--- src/rtl/ps2_kbd_rx_if.sv ---
// CPU-side read port of the PS/2 keyboard receiver: pop strobe, show-ahead head and status.
interface ps2_kbd_rx_if #(
  parameter int FIFO_AW = 3
);
  logic               rdn;
  logic [9:0]         data;
  logic               ready;
  logic [FIFO_AW:0]   level;
  logic               overflow;
  logic               frame_err;
  logic [7:0]         err_count;

  modport master (
    output rdn,
    input  data, ready, level, overflow, frame_err, err_count
  );

  modport slave (
    input  rdn,
    output data, ready, level, overflow, frame_err, err_count
  );
endinterface

--- src/rtl/ps2_kbd_rx.sv ---
// PS/2 keyboard receiver: sync + glitch filter, framing FSM with timeout, E0/F0 prefix folding,
// show-ahead FIFO with level, sticky overflow/frame error flags and a saturating error counter.
module ps2_kbd_rx #(
  parameter int FIFO_AW        = 3,
  parameter int FILTER_LEN     = 4,
  parameter int TIMEOUT_CYCLES = 50000,
  parameter int DECODE         = 1
) (
  input  logic          clk,
  input  logic          clr,
  input  logic          ps2_clk,
  input  logic          ps2_data,
  ps2_kbd_rx_if.slave   bus
);
  localparam int DEPTH = 1 << FIFO_AW;
  localparam int TW    = $clog2(TIMEOUT_CYCLES + 1);

  typedef enum logic [1:0] {IDLE, DATA, PARITY, STOP} state_t;

  logic                clk_s1_q, clk_s2_q, dat_s1_q, dat_s2_q;
  logic                filt_q, filt_d;
  logic [3:0]          fcnt_q, fcnt_d;
  state_t              state_q, state_d;
  logic [2:0]          idx_q, idx_d;
  logic [7:0]          shift_q, shift_d;
  logic                par_q, par_d;
  logic [TW-1:0]       to_q, to_d;
  logic                ext_q, ext_d, brk_q, brk_d;
  logic [9:0]          mem_q [DEPTH];
  logic [FIFO_AW-1:0]  wr_q, wr_d, rd_q, rd_d;
  logic [FIFO_AW:0]    level_q, level_d;
  logic                ovf_q, ovf_d, ferr_q, ferr_d;
  logic [7:0]          errc_q, errc_d;
  logic                strobe, byte_vld, err_evt, push_vld, push_ok, pop;
  logic [9:0]          push_dat;

  always_comb begin
    // The filtered clock only follows the synchronised line after FILTER_LEN differing samples.
    filt_d = filt_q;
    fcnt_d = '0;
    if (clk_s2_q != filt_q) begin
      if (fcnt_q == 4'(FILTER_LEN - 1)) filt_d = clk_s2_q;
      else                              fcnt_d = fcnt_q + 4'd1;
    end
    strobe = filt_q & ~filt_d;

    state_d  = state_q;
    idx_d    = idx_q;
    shift_d  = shift_q;
    par_d    = par_q;
    byte_vld = 1'b0;
    err_evt  = 1'b0;
    to_d     = (state_q == IDLE) ? '0 : to_q + TW'(1);
    if (strobe) begin
      to_d = '0;
      unique case (state_q)
        IDLE: if (!dat_s2_q) begin
          state_d = DATA;
          idx_d   = '0;
        end
        DATA: begin
          shift_d = {dat_s2_q, shift_q[7:1]};
          idx_d   = idx_q + 3'd1;
          if (idx_q == 3'd7) state_d = PARITY;
        end
        PARITY: begin
          par_d   = dat_s2_q;
          state_d = STOP;
        end
        STOP: begin
          state_d = IDLE;
          if (dat_s2_q && (^{shift_q, par_q})) byte_vld = 1'b1;
          else                                  err_evt  = 1'b1;
        end
        default: state_d = IDLE;
      endcase
    end else if (state_q != IDLE && to_q == TW'(TIMEOUT_CYCLES - 1)) begin
      state_d = IDLE;
      to_d    = '0;
      err_evt = 1'b1;
    end

    ext_d    = ext_q;
    brk_d    = brk_q;
    push_vld = 1'b0;
    push_dat = {ext_q, brk_q, shift_q};
    if (err_evt) begin
      ext_d = 1'b0;
      brk_d = 1'b0;
    end else if (byte_vld) begin
      if (DECODE == 0) begin
        push_vld = 1'b1;
        push_dat = {2'b00, shift_q};
      end else if (shift_q == 8'hE0) begin
        ext_d = 1'b1;
      end else if (shift_q == 8'hF0) begin
        brk_d = 1'b1;
      end else begin
        push_vld = 1'b1;
        ext_d    = 1'b0;
        brk_d    = 1'b0;
      end
    end

    // A pop frees a slot in the same cycle, so a full FIFO can still accept a push.
    pop     = !bus.rdn && (level_q != '0);
    push_ok = push_vld && (!level_q[FIFO_AW] || pop);
    wr_d    = push_ok ? wr_q + FIFO_AW'(1) : wr_q;
    rd_d    = pop ? rd_q + FIFO_AW'(1) : rd_q;
    unique case ({push_ok, pop})
      2'b10:   level_d = level_q + (FIFO_AW + 1)'(1);
      2'b01:   level_d = level_q - (FIFO_AW + 1)'(1);
      default: level_d = level_q;
    endcase

    ovf_d  = (ovf_q & ~pop) | (push_vld & ~push_ok);
    ferr_d = (ferr_q & ~pop) | err_evt;
    errc_d = (err_evt && errc_q != 8'hFF) ? errc_q + 8'd1 : errc_q;
  end

  always_ff @(posedge clk or posedge clr) begin
    if (clr) begin
      clk_s1_q <= 1'b1;
      clk_s2_q <= 1'b1;
      dat_s1_q <= 1'b1;
      dat_s2_q <= 1'b1;
      filt_q   <= 1'b1;
      fcnt_q   <= '0;
      state_q  <= IDLE;
      idx_q    <= '0;
      shift_q  <= '0;
      par_q    <= 1'b0;
      to_q     <= '0;
      ext_q    <= 1'b0;
      brk_q    <= 1'b0;
      wr_q     <= '0;
      rd_q     <= '0;
      level_q  <= '0;
      ovf_q    <= 1'b0;
      ferr_q   <= 1'b0;
      errc_q   <= '0;
    end else begin
      clk_s1_q <= ps2_clk;
      clk_s2_q <= clk_s1_q;
      dat_s1_q <= ps2_data;
      dat_s2_q <= dat_s1_q;
      filt_q   <= filt_d;
      fcnt_q   <= fcnt_d;
      state_q  <= state_d;
      idx_q    <= idx_d;
      shift_q  <= shift_d;
      par_q    <= par_d;
      to_q     <= to_d;
      ext_q    <= ext_d;
      brk_q    <= brk_d;
      wr_q     <= wr_d;
      rd_q     <= rd_d;
      level_q  <= level_d;
      ovf_q    <= ovf_d;
      ferr_q   <= ferr_d;
      errc_q   <= errc_d;
    end
  end

  always_ff @(posedge clk) begin
    if (push_ok) mem_q[wr_q] <= push_dat;
  end

  assign bus.data      = mem_q[rd_q];
  assign bus.ready     = (level_q != '0);
  assign bus.level     = level_q;
  assign bus.overflow  = ovf_q;
  assign bus.frame_err = ferr_q;
  assign bus.err_count = errc_q;
endmodule
--- src/flat_wrapper.sv ---
// flat-port wrapper written by rule: the top's interface ports become plain ports
module ps2_kbd_rx_flat 
#(
  parameter int FIFO_AW        = 3,
  parameter int FILTER_LEN     = 4,
  parameter int TIMEOUT_CYCLES = 50000,
  parameter int DECODE         = 1
)
  (clk, clr, ps2_clk, ps2_data, bus_rdn, bus_data, bus_ready, bus_level, bus_overflow, bus_frame_err, bus_err_count);
  ps2_kbd_rx_if #(.FIFO_AW(FIFO_AW)) bus_i ();
  input  logic clk;
  input  logic clr;
  input  logic ps2_clk;
  input  logic ps2_data;
  input wire logic [$bits(bus_i.rdn)-1:0] bus_rdn;
  output wire logic [$bits(bus_i.data)-1:0] bus_data;
  output wire logic [$bits(bus_i.ready)-1:0] bus_ready;
  output wire logic [$bits(bus_i.level)-1:0] bus_level;
  output wire logic [$bits(bus_i.overflow)-1:0] bus_overflow;
  output wire logic [$bits(bus_i.frame_err)-1:0] bus_frame_err;
  output wire logic [$bits(bus_i.err_count)-1:0] bus_err_count;
  assign bus_i.rdn = bus_rdn;
  assign bus_data = bus_i.data;
  assign bus_ready = bus_i.ready;
  assign bus_level = bus_i.level;
  assign bus_overflow = bus_i.overflow;
  assign bus_frame_err = bus_i.frame_err;
  assign bus_err_count = bus_i.err_count;
  ps2_kbd_rx #(.FIFO_AW(FIFO_AW), .FILTER_LEN(FILTER_LEN), .TIMEOUT_CYCLES(TIMEOUT_CYCLES), .DECODE(DECODE)) u_core (.clk(clk), .clr(clr), .ps2_clk(ps2_clk), .ps2_data(ps2_data), .bus(bus_i));
endmodule
--- config.mk ---
export PLATFORM = sky130hd
export DESIGN_NAME = ps2_kbd_rx_flat
export DESIGN_NICKNAME = d
export VERILOG_FILES = /design/src/rtl/ps2_kbd_rx_if.sv /design/src/rtl/ps2_kbd_rx.sv /design/src/flat_wrapper.sv
export SDC_FILE = /design/constraint.sdc
export NUM_CORES = 1
export LEC_CHECK = 0
export CAP_MARGIN = 15
export CORE_ASPECT_RATIO = 1.75
export CORE_UTILIZATION = 55
export CTS_CLUSTER_DIAMETER = 80
export DETAILED_ROUTE_END_ITERATION = 10
export GPL_TIMING_DRIVEN = 0
export MAX_ROUTING_LAYER = met4
export PLACE_DENSITY_LB_ADDON = 0.2
export SETUP_SLACK_MARGIN = 0.02
export SYNTH_ARGS = -nofsm -noshare
export SYNTH_HDL_FRONTEND = slang
export SYNTH_SLANG_ARGS = --single-unit
--- constraint.sdc ---
create_clock -name clk -period 8.05 [get_ports clk]
set_input_delay 1.61 -clock clk [delete_from_list [all_inputs] [get_ports clk]]
set_output_delay 1.61 -clock clk [all_outputs]
set_load 0.01 [all_outputs]
### After elaboration in Yosys (flattened, before gate mapping)

Memory sizes are Yosys's and may differ from the RTL's.
Index checks and enable logic that the tools add are counted.

| operators by class | value |
|---|---|
| add/subtract/negate cells | 8 |
| equality and inequality tests | 17 |
| muxes and demuxes | 36 |
| bitwise operators | 9 |
| reduce and logical (&&, ||, !) cells | 22 |

Operators by type and width:

| cell | count |
|---|---|
| two-way mux 16 bit | 3 |
| two-way mux 1 bit | 23 |
| adder 16 x 1 -> 16 bit, second input constant | 1 |
| == test 16 bit, second input constant | 1 |
| == test 8 bit, second input constant | 2 |
| nonzero test 2 bit | 5 |
| adder 3 x 1 -> 3 bit, second input constant | 3 |
| XOR reduction 9 bit | 1 |
| adder 4 x 1 -> 4 bit, second input constant | 2 |
| adder 8 x 1 -> 8 bit, second input constant | 1 |
| two-way mux 2 bit | 4 |
| two-way mux 4 bit | 2 |
| inequality test 8 bit, second input constant | 1 |
| case mux 2 bit (4 select lines) | 1 |
| case mux 4 bit (2 select lines) | 1 |
| AND reduction 2 bit | 4 |
| == test 2 bit, second input constant | 3 |
| inequality test 3 bit, second input constant | 2 |
| case mux 3 bit (2 select lines) | 1 |
| AND reduction 3 bit | 2 |
| logical AND 1 bit | 5 |
| bitwise AND 1 bit | 4 |
| == test 2 x 1 -> 1 bit, second input constant | 2 |
| == test 4 x 2 -> 1 bit, second input constant | 1 |
| 13 further kinds | 17 |

| storage, ports and cells | value |
|---|---|
| bits in registers | 61 |
| memory bits (writable) | 80 |
| input bits | 5 |
| output and inout bits | 25 |
| word-level logic and storage cells | 112 |
| memories | 1 |

Memory list:

| memory | depth | width | read ports | clocked after Yosys merged registers in | wr ports | RTL line | source |
|---|---|---|---|---|---|---|---|
| u_core.mem_q | 8 | 10 | 1 | 0 | 1 | ps2_kbd_rx.sv:29 | `logic [9:0] mem_q [DEPTH];` |

### Longest topological paths before layout

Gate-level depths: netlist of run 1.

| logic depth | value |
|---|---|
| depth after elaboration | 12 |
| mapped depth | 12 |
| mapped depth without buffers | 12 |

### Least setup slack after synthesis of run 1

Ideal clock, no wire load.

| timing path | value |
|---|---|
| path type | input -> register |
| start point | input bus_rdn |
| end point | memory u_core.mem_q[0][0] (enable) |
| library setup time | 0.403 ns |
| arrival time | 2.882 ns |
| required time | 7.647 ns |
| slack | 4.764 ns |
| stages on the path | 3 |
| buffers on the path | 0 |
| path through | nand2_1 > nand3_4 > nor4_1 |

| between the ends | value |
|---|---|
| cells in the longest elaborated chain, start to end | 6 |

RTL lines:

| element | RTL line | source |
|---|---|---|
| start: declaration | flat_wrapper.sv:15 | `input wire logic [$bits(bus_i.rdn)-1:0] bus_rdn;` |
| zero test 1 bit | ps2_kbd_rx.sv:106 | `pop = !bus.rdn && (level_q != '0);` |
| logical AND 1 bit | ps2_kbd_rx.sv:106 |  |
| logical OR 1 bit | ps2_kbd_rx.sv:107 | `push_ok = push_vld && (!level_q[FIFO_AW] \|\| pop);` |
| logical AND 1 bit | ps2_kbd_rx.sv:107 |  |
| two-way mux 1 bit | ps2_kbd_rx.sv:166 | `if (push_ok) mem_q[wr_q] <= push_dat;` |
| two-way mux 1 bit (implied by the code) | ps2_kbd_rx.sv:166 |  |
| end: declaration | ps2_kbd_rx.sv:29 |  |

Every way passes these cells.

### Final worst setup path of run 1

| timing path | value |
|---|---|
| start point | register u_core.rd_q[1] |
| end point | output bus_data[4] |

| between the ends | value |
|---|---|
| cells in the longest elaborated chain, start to end | 1 |

RTL lines:

| element | RTL line | source |
|---|---|---|
| start: declaration | ps2_kbd_rx.sv:30 | `logic [FIFO_AW-1:0] wr_q, wr_d, rd_q, rd_d;` |
| start signal: assignment | ps2_kbd_rx.sv:157 | `rd_q <= rd_d;` |
| memory read (8 x 10 bit) | n/a |  |
| end: declaration | flat_wrapper.sv:16 | `output wire logic [$bits(bus_i.data)-1:0] bus_data;` |

Every way passes these cells.

==> results of run 1 <==
-- flip-flops by register name, indices dropped and copies added, names as in the netlist --
signal / cells
u_core.par_q: 1
u_core.bus.level: 4
u_core.clk_s1_q: 1
u_core.fcnt_q: 4
u_core.brk_q: 1
u_core.dat_s2_q: 1
u_core.bus.overflow: 1
u_core.dat_s1_q: 1
u_core.bus.err_count: 8
u_core.wr_q: 3
u_core.rd_q: 3
u_core.mem_q: 80
u_core.state_q: 2
u_core.idx_q: 3
u_core.to_q: 16
u_core.shift_q: 8
u_core.bus.frame_err: 1
u_core.ext_q: 1
u_core.clk_s2_q: 1
u_core.filt_q: 1
-- cell usage after synthesis (4+ instances only) --
master,instances,area share (%)
nand4_1,8,0.83
dfrtp_1,56,23
clkbuf_1,6,0.37
xnor2_1,18,2.6
and3_1,4,0.41
edfxtp_1,80,40
mux4_2,20,7.4
nand3_1,15,1.2
nand2b_1,5,0.52
nand3b_1,4,0.50
nor2_1,31,1.9
mux2_2,20,3.7
buf_2,4,0.33
nor3_1,6,0.50
a21oi_1,5,0.41
nand2_1,20,1.2
dfstp_2,5,2.2
o21ai_0,9,0.74
inv_1,6,0.37
xor2_1,19,2.7
ha_1,14,2.9
-- logic make-up after synthesis --
group                      Yosys count  synth area share (%)
and+or+nand+nor                    116                  10.7
adders and majority gates           14                  2.89
AOI/OAI and AO/OA                   25                  2.77
DFF                                141                  64.9
buffers and inverters               16                  1.07
muxes                               44                  11.9
xor gates and xnor gates            38                  5.74
-- final cells by class --
type	instances	area, sq um	share of cell area [%]
repair buffers	35	363	5.05
multi-input cells	237	2090	29.0
inverters	6	22.5	0.313
clock buffers	17	425	5.92
plain buffers	10	42.5	0.592
well taps	130	163	2.26
clock inverters	15	150	2.09
flip-flops and latches	141	3940	54.8
-- metal layers --
layer  GRT usage (%)  vias up
met1            24.4     1772
met4            11.2        0
met5               -        -
met3            3.69       23
met2            38.6       47
li1                -     1594
-- worst paths after layout --
check / to / slack, ps / start
max: bus_data[4] / 3860 / u_core.rd_q[1]
min: u_core.dat_s2_q / 350 / u_core.dat_s1_q
max reg2reg: u_core.mem_q[6][4] / 4770 / u_core.fcnt_q[0]
min reg2reg: u_core.dat_s2_q / 350 / u_core.dat_s1_q
max in group asynchronous: u_core.clk_s1_q / 5770 / clr
min in group asynchronous: u_core.to_q[10] / 1620 / clr
-- power breakdown --
group / total [mW] / leakage (nW) / internal, mW / switching (mW)
sequential: 0.775 / 1.52 / 0.768 / 0.00651
combinational: 0.0297 / 0.872 / 0.0127 / 0.0170
clock: 0.747 / 0.275 / 0.434 / 0.313
total: 1.55 / 2.67 / 1.22 / 0.337
==> flow_summary_export.csv, run 1 <==
group,metric,value,unit
yosys,ys_seq_area_share,64.9,%
sta,fin_crit,4190,ps
floorplan,core,10700,sq um
route,viasPerCell,5.81,
placed_design,io_buffers,29,
placed_design,hpwlAfterDp,7640,um
route,maxUsedRoutingLayer,"met4",
pwr,p_per_area,216,nW/um^2
setup_path,critical_path_required,6440,ps
finish,final_common_cell,"edfxtp_1",
setup_path,rr_worst_depth,6,
grt,grt_usage,22.5,%
floorplan,start_util,56.6,%
setup_path,worst-setup-path-type,"reg2out",
grt,grt_pass1_wl,17900,um
placed_design,place.gp.congestion,0.789,
cts,cts_root_buffer,"clkbuf_16",
route,wire_per_inst,18.7,um
floorplan,die_x,81.3,um
pwr,leakage,2.67,nW
yosys,synth.ff_latch_count,141,
route,wl_met3,216,um
sta,finalMaxSlewViolations,0,
flow_run,max-cap-violations,0,
cts,cts.reportedPaths.clkPinSlew,60,ps
setup_path,cp_top_family,"buffers and inverters",
route,met1Wirelength,4310,um
cts,ctsHoldBuffers,0,
route,drtIter0Drc,154,
route,drc_errors,0,
floorplan,rows,50,
yosys,avgSynthCellArea,15.4,sq um
cts,clkLatencyLatePin,420,ps
placed_design,dp_slack,4200,ps
yosys,syn_inst,394,
sta,setup_ws,3860,ps
route,dr.pass1.iters,4,
setup_path,critPathCaptureType,"output port",
grt,grt_max_degree,34,
finish,utilization,67.2,%
cts,post_cts_buffers,0,
yosys,yosys_most_used_dff,"edfxtp_1",
sta,worst_pin_slew,1080,ps
route,vias,3436,
floorplan,die-area,11500,sq um
cts,htree_levels,4,
finish,antennaDiodeCount,0,
setup_path,path_buf_inv,2,
placed_design,place_inst,559,
yosys,ys_warn_count,0,
sta,fmax,239,MHz
grt,grt-ovfl-total,0,
sta,hold_viol_final,0,
cts,ctsResizeCount,0,
sta,rsz0062_at_grt,"false",
finish,stdcell_count,591,
sta,max-slew-margin-rel,27.5,%
pwr,power,1.55,mW
yosys,async_flop_share,43.3,%
cts,cts_buffers,17,
floorplan,dieHeight,141,um
placed_design,place_area,6610,sq um
finish,nets,467,
sta,min_period_over_period,52.0,%
setup_path,crit_fanout,10,
setup_path,path_depth,4,
floorplan,ios,30,
route,detail-route-antenna-nets,0,
finish,fillCellCount,727,
setup_path,crit_arrival,2580,ps
yosys,yosysUniqueCellTypes,50,
sta,setup_viol,0,
status,status,"completed",
grt,antenna_found_initial,0,
hold_path,hold_path_class,"reg2reg",
route,dr_wl_met2,6210,um
yosys,syn-cell-area,6060,sq um
sta,clock_skew,8.57,ps
setup_path,path_cells,"clkbuf_1 > mux4_2 > mux2_2 > clkdlybuf4s50_1",
finish,drive_gt1_share,22.6,%
cts,tritoncts,"yes",
setup_path,cp-start-kind,"flip-flop",
route,wirelength,11100,um
sta,setup_tns,0,ps
yosys,synth_edf_count,80,
setup_path,crit_slowest_cell,"clkbuf_1",
finish,layout_common_cells,"edfxtp_1 (80), dfrtp_1 (56), nor2_1 (31)",
cts,numClockSinks,141,
finish,synthToLayoutAreaGrowth,18.6,%
yosys,syn_nets,413,
finish,fin_area,7190,sq um
setup_path,cpPeakStageDelay,590,ps
grt,grt_pass1_vias,3537,
pwr,ir_worst_vdd,165,uV
cts,clk_path_buf_depth,2,
sta,whs,355,ps
hold_path,whs_path_depth,0,
Power figures use the tool's default switching activity.
==> run 2: changes to the inputs <==
Clock period 8.05 ns to 4.3 ns, I/O delays scaled along.
==> results of run 2 <==
Same layout as run 1 (identical final DEF). Status: completed.
Among the figures that moved: setup slack after placement 4200 ps -> 983 ps; setup slack after layout 3860 ps -> 860 ps; register-to-register setup slack 4770 ps -> 1020 ps; total power 1.55 mW -> 2.91 mW; worst IR drop on VDD 165 uV -> 310 uV
